==> src/rtl/evp_operand_server.sv <==
`default_nettype none
// +----------------------------------------------------------------------------+
// | Module  : evp_operand_server                                               |
// | Purpose : Coefficient store and operand sequencer for the polynomial       |
// |           evaluator; captures the evaluator's result and status.           |
// | Rev     : 1.0                                                              |
// +----------------------------------------------------------------------------+
module evp_operand_server #(
    parameter int MAX_N  = 16,
    parameter int DATA_W = 16,
    parameter int N_W    = 5
) (
    input  logic              clk,
    input  logic              rst,
    input  logic              cmd_load,
    input  logic [N_W-1:0]    load_N,
    input  logic [DATA_W-1:0] load_x,
    input  logic              wr_coef_en,
    input  logic [DATA_W-1:0] wr_coef,
    input  logic              go,
    output logic              start_evp,
    input  logic              en_rd_data,
    input  logic              en_rd_S,
    input  logic              en_rd_N,
    input  logic              done_evp,
    input  logic [31:0]       result_in,
    input  logic [31:0]       status_in,
    output logic [DATA_W-1:0] x,
    output logic [DATA_W-1:0] c_i,
    output logic [N_W-1:0]    N,
    output logic              busy,
    output logic              ready,
    output logic              err,
    output logic              underrun,
    output logic [31:0]       result_out,
    output logic [31:0]       status_out,
    output logic              result_valid
);

    localparam int           AW        = (MAX_N > 1) ? $clog2(MAX_N) : 1;
    localparam logic [N_W:0] MAX_N_EXT = (N_W+1)'(MAX_N);

    typedef enum logic [2:0] {
        S_IDLE  = 3'd0,
        S_LOAD  = 3'd1,
        S_ARMED = 3'd2,
        S_RUN   = 3'd3,
        S_DONE  = 3'd4
    } state_t;

    state_t state, state_nx;

    logic [DATA_W-1:0] mem [MAX_N];
    logic [DATA_W-1:0] x_st;
    logic [N_W-1:0]    n_st;
    logic [N_W-1:0]    wr_ptr;
    logic [N_W:0]      rd_ptr;

    logic load_legal;
    logic load_take;
    logic go_fire;
    logic coef_wr;
    logic last_wr;

    always_comb begin
        load_legal = (load_N != '0) && ({1'b0, load_N} <= MAX_N_EXT);
        load_take  = cmd_load && (state == S_IDLE || state == S_LOAD || state == S_ARMED);
        go_fire    = (state == S_ARMED) && go && !cmd_load;
        coef_wr    = (state == S_LOAD) && wr_coef_en && !cmd_load;
        last_wr    = coef_wr && (wr_ptr == n_st - 1'b1);
    end

    always_ff @(posedge clk or negedge rst) begin
        if (!rst) state <= S_IDLE;
        else      state <= state_nx;
    end

    always_comb begin
        state_nx = state;
        case (state)
            S_IDLE: begin
                if (cmd_load && load_legal) state_nx = S_LOAD;
            end
            S_LOAD, S_ARMED: begin
                if (cmd_load)     state_nx = load_legal ? S_LOAD : S_IDLE;
                else if (last_wr) state_nx = S_ARMED;
                else if (go_fire) state_nx = S_RUN;
            end
            S_RUN: begin
                if (done_evp) state_nx = S_DONE;
            end
            S_DONE:  state_nx = S_ARMED;
            default: state_nx = S_IDLE;
        endcase
    end

    // Store contents are deliberately left out of reset.
    always_ff @(posedge clk) begin
        if (coef_wr) mem[wr_ptr[AW-1:0]] <= wr_coef;
    end

    always_ff @(posedge clk or negedge rst) begin
        if (!rst) begin
            x_st         <= '0;
            n_st         <= '0;
            wr_ptr       <= '0;
            rd_ptr       <= '0;
            start_evp    <= 1'b0;
            x            <= '0;
            c_i          <= '0;
            N            <= '0;
            busy         <= 1'b0;
            ready        <= 1'b0;
            err          <= 1'b0;
            underrun     <= 1'b0;
            result_out   <= '0;
            status_out   <= 32'hFFFF_FFFF;
            result_valid <= 1'b0;
        end else begin
            start_evp <= go_fire;
            busy      <= (state_nx == S_LOAD) || (state_nx == S_RUN);
            ready     <= (state_nx == S_ARMED);

            if (load_take) begin
                if (load_legal) begin
                    n_st         <= load_N;
                    x_st         <= load_x;
                    wr_ptr       <= '0;
                    err          <= 1'b0;
                    result_valid <= 1'b0;
                end else begin
                    err <= 1'b1;
                end
            end else if (coef_wr) begin
                wr_ptr <= wr_ptr + 1'b1;
            end

            if (go_fire) begin
                rd_ptr       <= '0;
                underrun     <= 1'b0;
                result_valid <= 1'b0;
            end

            if (state == S_RUN) begin
                if (en_rd_data) x <= x_st;
                if (en_rd_N)    N <= n_st;
                // The pop at rd_ptr == N is the evaluator's normal trailing pop;
                // only pops beyond it count as underrun.
                if (en_rd_S) begin
                    if (rd_ptr < {1'b0, n_st}) c_i <= mem[rd_ptr[AW-1:0]];
                    else                       c_i <= '0;
                    if (rd_ptr > {1'b0, n_st}) underrun <= 1'b1;
                    else                       rd_ptr   <= rd_ptr + 1'b1;
                end
                if (done_evp) begin
                    result_out   <= result_in;
                    status_out   <= status_in;
                    result_valid <= 1'b1;
                end
            end
        end
    end

endmodule
`default_nettype wire

==> config.mk <==
export PLATFORM = sky130hd
export DESIGN_NAME = evp_operand_server
export DESIGN_NICKNAME = d
export VERILOG_FILES = /design/src/rtl/evp_operand_server.sv
export SDC_FILE = /design/constraint.sdc
export NUM_CORES = 1
export LEC_CHECK = 0
export CORE_MARGIN = 2
export CORE_UTILIZATION = 40
export CTS_CLUSTER_DIAMETER = 80
export DETAILED_ROUTE_END_ITERATION = 8
export HOLD_SLACK_MARGIN = 0.15
export PLACE_DENSITY = 0.73
export SYNTH_ARGS = -nofsm -noshare
export SYNTH_HDL_FRONTEND = slang
export SYNTH_SLANG_ARGS = --single-unit
==> constraint.sdc <==
create_clock -name clk -period 2.64 [get_ports clk]
set_clock_uncertainty 0.15 [all_clocks]
set_input_delay 0.528 -clock clk [delete_from_list [all_inputs] [get_ports clk]]
set_output_delay 0.528 -clock clk [all_outputs]
set_load 0.005 [all_outputs]
==> results of run 1 <==
==> synthesized netlist by cell type (2+ instances only) <==
library cell | n | share of area [%]
sky130_fd_sc_hd__or4_1 | 2 | 0.097
sky130_fd_sc_hd__nand3_1 | 6 | 0.19
sky130_fd_sc_hd__a21oi_1 | 4 | 0.13
sky130_fd_sc_hd__and3_1 | 2 | 0.081
sky130_fd_sc_hd__edfxtp_1 | 256 | 49
sky130_fd_sc_hd__clkbuf_1 | 14 | 0.34
sky130_fd_sc_hd__buf_4 | 7 | 0.34
sky130_fd_sc_hd__buf_2 | 19 | 0.61
sky130_fd_sc_hd__inv_1 | 15 | 0.36
sky130_fd_sc_hd__mux2i_1 | 21 | 1.4
sky130_fd_sc_hd__dfstp_2 | 32 | 5.4
sky130_fd_sc_hd__nor3b_1 | 6 | 0.29
sky130_fd_sc_hd__nand4_1 | 3 | 0.12
sky130_fd_sc_hd__mux4_2 | 64 | 9.3
sky130_fd_sc_hd__ha_1 | 11 | 0.89
sky130_fd_sc_hd__buf_1 | 2 | 0.048
sky130_fd_sc_hd__nor2_1 | 9 | 0.22
sky130_fd_sc_hd__a22oi_1 | 16 | 0.77
sky130_fd_sc_hd__mux2_2 | 96 | 7.0
sky130_fd_sc_hd__and2_1 | 11 | 0.44
sky130_fd_sc_hd__nor4_1 | 2 | 0.081
sky130_fd_sc_hd__and4_1 | 2 | 0.11
sky130_fd_sc_hd__xor2_1 | 4 | 0.23
sky130_fd_sc_hd__a211oi_1 | 2 | 0.097
sky130_fd_sc_hd__o21ai_0 | 19 | 0.61
sky130_fd_sc_hd__o21ai_1 | 11 | 0.35
sky130_fd_sc_hd__a221o_1 | 2 | 0.13
sky130_fd_sc_hd__nor3_1 | 3 | 0.097
sky130_fd_sc_hd__nor2b_1 | 3 | 0.12
sky130_fd_sc_hd__nand2_1 | 79 | 1.9
sky130_fd_sc_hd__dfrtp_1 | 110 | 18
sky130_fd_sc_hd__xnor2_1 | 5 | 0.28
==> routing by layer <==
metal	global-route usage, %	wire length, µm
met1	25.6	15600
met2	28.7	17100
met3	4.97	3280
met4	5.82	836
met5	0	0
==> cell type report <==
cell class | count | area share (%)
sequential | 398 | 55.5
multi-input combinational | 398 | 19.7
timing repair buffer | 262 | 13.6
clock buffer | 50 | 5.63
tap | 518 | 3.19
clock inverter | 27 | 2.04
inverter | 15 | 0.277
antenna | 1 | 0.0123
==> worst max path at each step <==
stage                                     from                  end  slack, ns  cells after the start
finish                     n_st[4]$_DFFE_PN0P_   c_i[4]$_DFFE_PN0P_       0.30                      7
global route               n_st[4]$_DFFE_PN0P_   c_i[4]$_DFFE_PN0P_       0.09                      7
CTS                 status_out[18]$_DFFE_PN1P_       status_out[18]       0.29                      1
detailed placement                    cmd_load  mem[9][3]$_DFFE_PP_       0.03                      6
global placement                      cmd_load  mem[9][1]$_DFFE_PP_      -0.01                      6
floorplan                             cmd_load  mem[7][0]$_DFFE_PP_      -0.48                      6
==> logic make-up (layout without fill, tap and decap cells) <==
| group | after synthesis | in the layout | synth area share, % |
|---|---|---|---|
| XOR/XNOR | 9 | 9 | 0.507 |
| AND/OR/NAND/NOR | 135 | 135 | 4.13 |
| AO/OA/AOI/OAI | 62 | 62 | 2.53 |
| buffers and inverters | 58 | 354 | 1.77 |
| other | 0 | 1 | 0 |
| multiplexers | 181 | 181 | 17.6 |
| adder cells (fa/ha/maj) | 11 | 11 | 0.886 |
| flip-flops | 398 | 398 | 72.6 |
==> critical path: stages (launching register included) <==
cell	delay (ns)
sky130_fd_sc_hd__dfrtp_1	0.37
sky130_fd_sc_hd__inv_1	0.07
sky130_fd_sc_hd__ha_1	0.31
sky130_fd_sc_hd__a211oi_1	0.31
sky130_fd_sc_hd__inv_1	0.10
sky130_fd_sc_hd__or4_1	0.51
sky130_fd_sc_hd__buf_4	0.22
sky130_fd_sc_hd__o21ai_0	0.20
==> registers in the layout (all words and copies together) (netlist names), 6 cells and up <==
signal      count
mem           256
c_i            16
rd_ptr          6
x_st           16
status_out     32
x              16
result_out     32
==> through the flow <==
| step | cells | setup WS [ns] | hold WS (ns) | util [%] |
|---|---|---|---|---|
| finish | 1669 | 0.296 | 0.326 | 52.9 |
| global route | 1669 | 0.0876 | 0.353 | 52.9 |
| CTS | 1668 | 0.293 | 0.320 | 52.9 |
| detailed placement | 1590 | 0.0334 | 0.313 | 48.8 |
| global placement | 1590 | -0.0108 | 0.309 | 48.8 |
| floorplan | 854 | -0.475 | 0.0824 | - |
==> report_power, final <==
part	leakage [nW]	switching [mW]	total [mW]	internal, mW
clock network	0.765	2.39	6.57	4.18
logic	2.59	1.42	3.64	2.22
registers	4.09	0.400	7.82	7.42
total	7.45	4.21	18.0	13.8
==> results.txt, run 1 <==
The run finished with clean final reports. CTS placed an instance of sky130_fd_sc_hd__clkbuf_16 at the clock tree root. The number of sinks driven by the clock tree is 398.

In this run the worst path has a maximum fanout of 16. The number of nets in the finished design is 1238. The run gives 0.0203 mm² as the final design instance area without fill. The final-report max-slew violation count is 0, and the total power density per cell area is 886 mW/mm². Dominant register cell in the synthesized netlist: sky130_fd_sc_hd__edfxtp_1. Of the cells placed in the final design, the portion with a size suffix greater than 1 is 27.3%.

The tools report the DRC violations left as 0. The number of enable-type register cells in the synthesized netlist came out at 256. For the initial antenna violation count, the log shows 1. The via count of the first global-routing pass was 8927.

The final layout contains routed wiring with a total length of 36.8 mm. In this run the vertical extent of the chip is 201 µm. Buffers placed on the I/O ports in this run total 216. The H-tree was split into 2 levels. For the number of setup buffers added after CTS, the log shows 0. At the later pin of the worst-skew pair, clock insertion delay measures 0.55 ns. After clock tree synthesis, the clock-pin slew on the worst setup and hold paths is 0.06 ns. The run gives 72 as the number of rows in the core area.

The worst hold path startpoint is x_st[9]$_DFFE_PN0P_. The tools report the number of hold-repair buffers added at the cts stage as 1. The arrival time reported for the critical path endpoint is 2.66 ns, and the detail-routed via count per cell is 5.22. The cell count after synthesis came out at 854. The initial utilization of the core area, before any placement, comes to 40.4%. The count of nets left with antenna violations once routing finished came out at 0. The smallest clock period supported by the final layout is computed as 2.34 ns. The proportion of register bits with asynchronous set or reset after synthesis is 35.7%. The final number of setup-violating endpoints was 0; the sequential cell area was 0.0113 mm². During synthesis, Yosys emitted a total of 0 warnings. Setup repair after global routing left no endpoint under its margin.

The total core area is 0.0385 mm². TritonCTS built the clock tree. Leaving out fill and tap cells, the most frequent cell in the layout is sky130_fd_sc_hd__edfxtp_1.

After synthesis the cells add up to 0.0155 mm². From synthesis to final layout, the design area changed by 30.9%. The slack of the worst reg-to-reg path was 0.30 ns; the final period utilization was 88.8%. For the pin with the worst max-slew slack, the measured transition is 0.770 ns.

The tightest min-delay check is of the reg -> reg type. The tools report the sort of element at the start of the critical path as a flip-flop. The buffer levels on the longest clock path is 3, and the initial DRC count is 603.

The path with the worst hold slack has its endpoint at x_st[9]$_DFFE_PN0P_. 217 I/O pins were placed. In this run, synthesis produced a sequential element count of 398. The worst IR drop on VDD came out at 0.000651 V.

After global routing the overflow that remains totals 0. The average routed wire per standard cell was 22.1 µm. Detailed placement finished with a half-perimeter wire length of 24.9 mm. In this run the critical register-to-register path is captured at c_i[4]$_DFFE_PN0P_.

The required time of the critical path is 2.95 ns. The tools report the via count as 8709. The run gives 18.0 mW as the power consumption. The mean area per synthesized cell was 18.2 µm².

Standard cell area after detailed placement: 0.0188 mm². After synthesis, flip-flops and latches occupy 72.6% of the total area. The logs give 7.45 nW for the reported leakage power and 48.5% for the max-slew headroom at the worst pin. Before antenna repair, the detailed router went through 5 iterations. For the first-pass GRT wire length, the log shows 56.2 mm. The worst register-to-register path begins at n_st[4]$_DFFE_PN0P_.

Derived from the worst setup path, the maximum achievable clock frequency is 427 MHz. The number of cell instances on the worst register-to-register path was 7. The library cells used most frequently in the layout, excluding fill and tap cells, are sky130_fd_sc_hd__edfxtp_1 (256), sky130_fd_sc_hd__clkdlybuf4s50_1 (215), sky130_fd_sc_hd__dfrtp_1 (107).

The number of distinct library cells after synthesis was 48; the width of the die was 201 µm. Synthesis produced a netlist with a net count of 975. The multi-input combinational cells in the finished layout cover a total of 0.00401 mm². The total count of hold-check failures in the final report is 0, and the post-cts repair resize count is 0. Entering global routing, the biggest net connects 68 pins.

Startpoint-to-endpoint class of the critical path: reg -> reg. The global placer's final weighted congestion was 0.797; the number of cells traversed by the worst hold path was 2. Counting the buffers created by CTS gives 42. STA classifies the critical path endpoint as a flip-flop. Max-cap violations in this run came to 0.

Across every metal layer, demand over resource in global routing totals 18.5%. After filler insertion, the fill cell instance count of the layout stands at 3042. The area enclosed by the die boundary came out at 0.0404 mm².

Setup total negative slack: 0 ns.
Power figures use the tool's default switching activity.
==> inputs of run 2 (changes only) <==
--- a/config.mk
+++ b/config.mk
@@ -7,6 +7,7 @@
 export LEC_CHECK = 0
 export CORE_MARGIN = 2
 export CORE_UTILIZATION = 40
+export CTS_BUF_LIST = sky130_fd_sc_hd__clkbuf_4
 export CTS_CLUSTER_DIAMETER = 80
 export DETAILED_ROUTE_END_ITERATION = 8
 export HOLD_SLACK_MARGIN = 0.15
==> run 2 against run 1 <==
Via count rose by 4.8%. Sequential share of layout area shrank 0.14 points. Die area stayed put. First-iteration DRC count increased by 13%. Critical path depth decreased by 6. Sequential power about the same. Combinational power about the same. Flip-flop and latch count stayed put. Clock power decreased by 17%. Final area increased by 0.25%. Final cell count up 8.2%.
==> results.txt, run 2 (synthesis results as in run 1) <==
The H-tree depth reported by CTS is 3 (was 2), and the post-route worst setup slack is 0.135 ns (was 0.296 ns). The arrival time reported for the critical path endpoint is 1.83 ns (was 2.66 ns), and the final number of setup-violating endpoints is 0 (unchanged). The run gives 3 (unchanged) as the buffer levels on the longest clock path.

The worst IR drop on VDD is 0.000680 V (was 0.000651 V). The first-pass GRT wire length is 57.3 mm (was 56.2 mm). The flip-flop count of the largest register, all copies and words added is 256 (unchanged), and the filler cell count is 3105 (was 3042). Routing usage on met3: 6.46% (was 4.97%). The average routed wire per standard cell works out to 20.8 µm (was 22.1 µm). The total core area came out at 0.0385 mm² (unchanged). TritonCTS built the clock tree.

The run gives 681 (was 603) as the initial DRC count. For the latest clock arrival within the worst-skew pair, the log shows 0.80 ns (was 0.55 ns). The worst path buffer plus inverter count is 1 (was 3). The tools report the share of the core filled with cells as 53.0% (was 52.9%). For the number of sinks driven by the clock tree, the log shows 398 (unchanged).

The biggest cell delay along the critical path was 0.54 ns (was 0.51 ns); the reported leakage power was 7.60 nW (was 7.45 nW). The total routing usage reported by global routing was 18.8% (was 18.5%). The number of top-level design ports was 217 (unchanged); the initial antenna violation count was 3 (was 1). The global routing usage on met1 came out at 25.1% (was 25.6%).

The slew at the pin closest to its max-slew limit came out at 0.772 ns (was 0.770 ns). The required time of the critical path was 1.96 ns (was 2.95 ns); the largest net degree at the start of global routing was 68 (unchanged). Commonest cells after routing, fill and taps aside: sky130_fd_sc_hd__edfxtp_1 (256), sky130_fd_sc_hd__clkdlybuf4s50_1 (215), sky130_fd_sc_hd__clkbuf_4 (162) (was sky130_fd_sc_hd__edfxtp_1 (256), sky130_fd_sc_hd__clkdlybuf4s50_1 (215), sky130_fd_sc_hd__dfrtp_1 (107)). The worst hold-check path type is in -> reg (was reg -> reg).

For the via count of the first global-routing pass, the log shows 9507 (was 8927). The total power density per cell area was 831 mW/mm² (was 886 mW/mm²). The tools report the capturing element type of the critical path as an output port (was a flip-flop). The pre-CTS setup slack is 0.0334 ns (unchanged). The wire length after detailed routing was 37.5 mm (was 36.8 mm); the fraction of final layout cells sized beyond drive strength 1 was 32.8% (was 27.3%).

The number of antenna-violating nets in the routed design came out at 0 (unchanged). The number of rows in the core area is 72 (unchanged). The number of setup buffers added after CTS was 0 (unchanged); the number of nets in the finished design was 1317 (was 1238). The tools report the root buffer selected by CTS as sky130_fd_sc_hd__clkbuf_4 (was sky130_fd_sc_hd__clkbuf_16). The tools report the total count of hold-check failures in the final report as 0 (unchanged). The most heavily used metal layer in global routing was met2 (unchanged).

The clock transition at the register clock pins on the worst setup and hold paths after CTS is 0.07 ns (was 0.06 ns). The tools report the clock buffer count from CTS as 102 (was 42). The sort of element at the start of the critical path was a flip-flop (unchanged). The leading cell type in the layout, fill and taps excluded was sky130_fd_sc_hd__edfxtp_1 (unchanged).

The half-perimeter wire length of the detailed placement result is 24.9 mm (unchanged). The max-slew headroom at the worst pin was 48.4% (was 48.5%). The starting density of the core is 40.4% (unchanged). Setup repair after global routing left no endpoint under its margin.

The final critical-path required period was 2.51 ns (was 2.34 ns); the global placer's final weighted congestion was 0.797 (unchanged). The maximum operating frequency came out at 399 MHz (was 427 MHz). The number of iterations in the first detailed-routing pass was 5 (unchanged); the detail-routed via count per cell was 5.05 (was 5.22). The tools report the number of max-capacitance violations reported as 0 (unchanged). The startpoint-to-endpoint class of the critical path is reg -> out (was reg -> reg). The final-report max-slew violation count was 0 (unchanged); the via count was 9127 (was 8709). The top fanout value on the critical path came out at 2 (was 16). The number of input and output port buffers inserted works out to 216 (unchanged). The width of the die is 201 µm (unchanged), and the fraction of met2 tracks used by global routing is 28.6% (was 28.7%). Standard cell with the maximum stage delay on the critical path: sky130_fd_sc_hd__clkdlybuf4s50_1 (was sky130_fd_sc_hd__or4_1). Sequence of cells on the critical path: clkdlybuf4s50_1 (was inv_1 > ha_1 > a211oi_1 > inv_1 > or4_1 > buf_4 > o21ai_0). The vertical extent of the die works out to 201 µm (unchanged). The run gives 0 (unchanged) as the remaining global-route overflow.

The area enclosed by the die boundary came out at 0.0404 mm² (unchanged). The area growth from synthesis to final layout was 31.2% (was 30.9%); the DRC violations left was 0 (unchanged). The final period utilization was 94.9% (was 88.8%).

The family with the most delay on the worst path was buffers and inverters (was compound AO/OA/AOI/OAI gates). The run finished with clean final reports. The run gives 0 ns (unchanged) as the setup total negative slack.
## run 2: cell count changes in the layout (fill, tap and decap cells not counted), moves of 2 or more
cell,before,now
sky130_fd_sc_hd__bufinv_16,11,2
sky130_fd_sc_hd__clkbuf_1,5,0
sky130_fd_sc_hd__clkinv_2,6,3
sky130_fd_sc_hd__dlygate4sd3_1,1,19
sky130_fd_sc_hd__diode_2,1,3
sky130_fd_sc_hd__clkinvlp_4,0,2
sky130_fd_sc_hd__clkbuf_4,0,162
sky130_fd_sc_hd__clkbuf_16,45,0
sky130_fd_sc_hd__clkinv_1,7,22
## run 2: final cells by class
| class | instances | area, µm² | share of cell area (%) |
|---|---|---|---|
| well taps | 518 | 648 | 3.18 |
| repair buffers | 281 | 2970 | 14.6 |
| diodes | 3 | 7.51 | 0.0368 |
| clock inverters | 31 | 190 | 0.933 |
| flip-flops and latches | 398 | 11300 | 55.4 |
| multi-input cells | 398 | 4010 | 19.7 |
| inverters | 15 | 56.3 | 0.276 |
| clock buffers | 162 | 1220 | 5.97 |
## run 2: timing repair
item,4_1_cts,5_1_grt
endpoints found under the setup margin,0,0
resized for setup,0,0
endpoints found under the hold margin,145,0
hold buffers,20,0
## run 2: report_power, final
| part | internal [mW] | switching (mW) | total, mW |
|---|---|---|---|
| Clock | 2.99 | 2.46 | 5.45 |
| Combinational | 2.24 | 1.43 | 3.67 |
| Sequential | 7.42 | 0.407 | 7.82 |
| Total | 12.6 | 4.30 | 16.9 |
## run 2: metrics by stage
stage / hold WS [ns] / cells / power, mW / area [µm²]
5_1_grt: 0.168 / 1806 / 17.8 / 20400
3_5_place_dp: 0.313 / 1590 / 11.6 / 18800
6_report: 0.229 / 1806 / 16.9 / 20400
3_3_place_gp: 0.309 / 1590 / 11.5 / 18800
2_1_floorplan: 0.0824 / 854 / 9.56 / 15500
4_1_cts: 0.150 / 1803 / 17.2 / 20400
## run 2: per-layer routing
layer | share of wire (%) | vias to the layer above
met5 | 0 | -
met4 | 2.1 | 0
met2 | 46 | 425
li1 | - | 4055
met1 | 42 | 4599
met3 | 9.8 | 48
## run 2: worst paths after layout
check	cells past startpoint	slack [ns]	endpoint	start
worst max register to register	7	0.30	c_i[1]$_DFFE_PN0P_	n_st[3]$_DFFE_PN0P_
worst max-delay path	1	0.13	status_out[14]	status_out[14]$_DFFE_PN1P_
worst min-delay path	3	0.23	x_st[7]$_DFFE_PN0P_	load_x[7]
worst min register to register	2	0.32	x_st[9]$_DFFE_PN0P_	x_st[9]$_DFFE_PN0P_
max in group asynchronous	3	1.68	status_out[29]$_DFFE_PN1P_	rst
min in group asynchronous	2	0.27	status_out[10]$_DFFE_PN1P_	rst
==> inputs of run 3 (changes only) <==
--- a/config.mk
+++ b/config.mk
@@ -5,13 +5,15 @@
 export SDC_FILE = /design/constraint.sdc
 export NUM_CORES = 1
 export LEC_CHECK = 0
+export CELL_PAD_IN_SITES_DETAIL_PLACEMENT = 1
+export CELL_PAD_IN_SITES_GLOBAL_PLACEMENT = 1
 export CORE_MARGIN = 2
 export CORE_UTILIZATION = 40
 export CTS_BUF_LIST = sky130_fd_sc_hd__clkbuf_4
 export CTS_CLUSTER_DIAMETER = 80
 export DETAILED_ROUTE_END_ITERATION = 8
 export HOLD_SLACK_MARGIN = 0.15
-export PLACE_DENSITY = 0.73
+export PLACE_DENSITY = 0.82
 export SYNTH_ARGS = -nofsm -noshare
 export SYNTH_HDL_FRONTEND = slang
 export SYNTH_SLANG_ARGS = --single-unit
==> run 3 against run 2 <==
Flip-flop and latch count unchanged. First-iteration DRC count decreased by 9.1%. Combinational power increased by 1%. Critical path type unchanged. Global-route usage increased by 2.0 points. Sequential share of layout area decreased by 0.35 points. Worst hold slack improved by 0.0074 ns. Via count increased by 1.4%. Clock-buffer cell count increased by 7. Sequential power increased by 0.5%. Setup slack got worse by 0.028 ns.
==> results.txt, run 3 (synthesis results as in run 1) <==
The top fanout value on the critical path works out to 2 (unchanged). The largest net degree at the start of global routing was 53 (was 68); the remaining global-route overflow was 0 (unchanged). The number of sinks driven by the clock tree is 398 (unchanged), and the required time of the critical path is 1.96 ns (about the same).

Sort of element at the start of the critical path: a flip-flop (unchanged). The run gives 0 (unchanged) as the number of antenna-violating nets in the routed design. The via count of the first global-routing pass is 10400 (was 9507), and the total core area is 0.0385 mm² (unchanged). The detail-routed via count per cell was 5.11 (was 5.05); the clock buffer count from CTS was 106 (was 102).

The flow ran to the end, and the final reports show no timing, DRC or antenna violations. Sequence of cells on the critical path: clkdlybuf4s50_1 (unchanged). The setup total negative slack is 0 ns (unchanged), and the final critical-path required period is 2.53 ns (was 2.51 ns). Leading cell type in the layout, fill and taps excluded: sky130_fd_sc_hd__edfxtp_1 (unchanged).

Average routed wire per standard cell: 22.7 µm (was 20.8 µm). The final number of setup-violating endpoints was 0 (unchanged); the final-report max-slew violation count was 0 (unchanged). The run gives 0.814 (was 0.797) as the global placer's final weighted congestion. The standard cell with the maximum stage delay on the critical path is sky130_fd_sc_hd__clkdlybuf4s50_1 (unchanged). Width of the die: 201 µm (unchanged). Fraction of final layout cells sized beyond drive strength 1: 32.6% (was 32.8%). The logs give 41.1 mm (was 37.5 mm) for the wire length after detailed routing and 7.66 nW (was 7.60 nW) for the reported leakage power. The tools report the first-pass GRT wire length as 63.8 mm (was 57.3 mm).

The family with the most delay on the worst path was buffers and inverters (unchanged). The total power density per cell area works out to 843 mW/mm² (was 831 mW/mm²). For the final hold slack, the log shows 0.236 ns (was 0.229 ns). Total routing usage reported by global routing: 20.8% (was 18.8%).

The latest clock arrival within the worst-skew pair is 0.79 ns (was 0.80 ns), and the area growth from synthesis to final layout is 32.0% (was 31.2%). The sequential cell area was 0.0113 mm² (unchanged); the biggest cell delay along the critical path was 0.58 ns (was 0.54 ns). The run gives 40.4% (unchanged) as the starting density of the core.

The logs give 1.86 ns (was 1.83 ns) for the arrival time reported for the critical path endpoint and 0.0404 mm² (unchanged) for the area enclosed by the die boundary. The run gives 0 (unchanged) as the total count of hold-check failures in the final report. Number of rows in the core area: 72 (unchanged).

Number of max-capacitance violations reported: 0 (unchanged). The clock transition at the register clock pins on the worst setup and hold paths after CTS is 0.09 ns (was 0.07 ns). TritonCTS built the clock tree. The tools report the initial DRC count as 619 (was 681). The final period utilization came out at 96.0% (was 94.9%).

The final design instance area without fill is 0.0205 mm² (was 0.0204 mm²). The root buffer selected by CTS was sky130_fd_sc_hd__clkbuf_4 (unchanged). The flip-flop count of the largest register, all copies and words added is 256 (unchanged), and the buffer levels on the longest clock path is 3 (unchanged). The capturing element type of the critical path is an output port (unchanged). The number of top-level design ports is 217 (unchanged), and the maximum operating frequency is 395 MHz (was 399 MHz). The standard cell area after detailed placement is 0.0187 mm² (was 0.0188 mm²). Setup repair after global routing left no endpoint under its margin.

The share of the core filled with cells was 53.3% (was 53.0%). Power consumption: 17.3 mW (was 16.9 mW). For the number of nets in the finished design, the log shows 1325 (was 1317).

Commonest cells after routing, fill and taps aside: sky130_fd_sc_hd__edfxtp_1 (256), sky130_fd_sc_hd__clkdlybuf4s50_1 (214), sky130_fd_sc_hd__clkbuf_4 (169) (was sky130_fd_sc_hd__edfxtp_1 (256), sky130_fd_sc_hd__clkdlybuf4s50_1 (215), sky130_fd_sc_hd__clkbuf_4 (162)). The worst hold-check path type was in -> reg (unchanged). The logs give 26.6 mm (was 24.9 mm) for the half-perimeter wire length of the detailed placement result and 0.000374 V (was 0.000680 V) for the worst IR drop on VDD. For the pre-CTS setup slack, the log shows -0.0379 ns (was 0.0334 ns). The logs give 3 (unchanged) for the initial antenna violation count and 0.00401 mm² (unchanged) for the multi-input gate area in the final layout.

For the number of iterations in the first detailed-routing pass, the log shows 5 (unchanged). The worst path buffer plus inverter count was 1 (unchanged); the number of standard cells in the final layout excluding fillers was 1811 (was 1806). The vertical extent of the die was 201 µm (unchanged). The H-tree depth reported by CTS is 3 (unchanged). For the filler cell count, the log shows 3686 (was 3105). The run gives 0.107 ns (was 0.135 ns) as the post-route worst setup slack. The DRC violations left is 0 (unchanged), and the number of input and output port buffers inserted is 216 (unchanged). The number of placed instances, taps included is 1582 (was 1590), and the slew at the pin closest to its max-slew limit is 0.772 ns (about the same).

Startpoint-to-endpoint class of the critical path: reg -> out (unchanged). The via count is 9255 (was 9127). For the number of setup buffers added after CTS, the log shows 0 (unchanged). The max-slew headroom at the worst pin is 48.6% (was 48.4%).
[run 3: changes by cell type in the layout (fill, tap and decap cells not counted), sizes merged]
cell / previous run / this run
buf: 47 / 39
clkbuf: 162 / 169
clkdlybuf4s50: 215 / 214
clkinv: 26 / 21
clkinvlp: 2 / 0
dlygate4sd3: 19 / 31
dlymetal6s2s: 0 / 1
inv: 16 / 17
[run 3: cell type report]
type	instances	share of cell area, %
clock buffers	169	6.18
well taps	518	3.16
clock inverters	25	0.842
flip-flops and latches	398	55.0
inverters	15	0.274
diodes	3	0.0366
repair buffers	285	15.0
multi-input cells	398	19.5
[run 3: final timing paths]
| kind | start | to | slack [ns] | cells past startpoint |
|---|---|---|---|---|
| worst min register to register | x_st[2]$_DFFE_PN0P_ | x_st[2]$_DFFE_PN0P_ | 0.33 | 2 |
| worst max register to register | n_st[3]$_DFFE_PN0P_ | c_i[1]$_DFFE_PN0P_ | 0.15 | 7 |
| min in group asynchronous | rst | result_out[23]$_DFFE_PN0P_ | 0.76 | 4 |
| worst max-delay path | status_out[31]$_DFFE_PN1P_ | status_out[31] | 0.11 | 1 |
| worst min-delay path | result_in[25] | result_out[25]$_DFFE_PN0P_ | 0.24 | 2 |
| max in group asynchronous | rst | status_out[5]$_DFFE_PN1P_ | 1.18 | 4 |
[run 3: timing repair]
action | CTS | global route
setup endpoints to repair | 0 | 1
hold buffers | 32 | 0
endpoints found under the hold margin | 141 | 0
resized for setup | 0 | 1
[run 3: where the power goes]
part / internal, mW / switching [mW]
logic: 2.22 / 1.49
registers: 7.42 / 0.445
clock network: 3.10 / 2.60
[run 3: layer usage]
metal	track usage (%)	wire, µm
met1	25.8	16200
met4	8.99	1310
met2	35.7	21600
met5	0	13
met3	4.10	1960
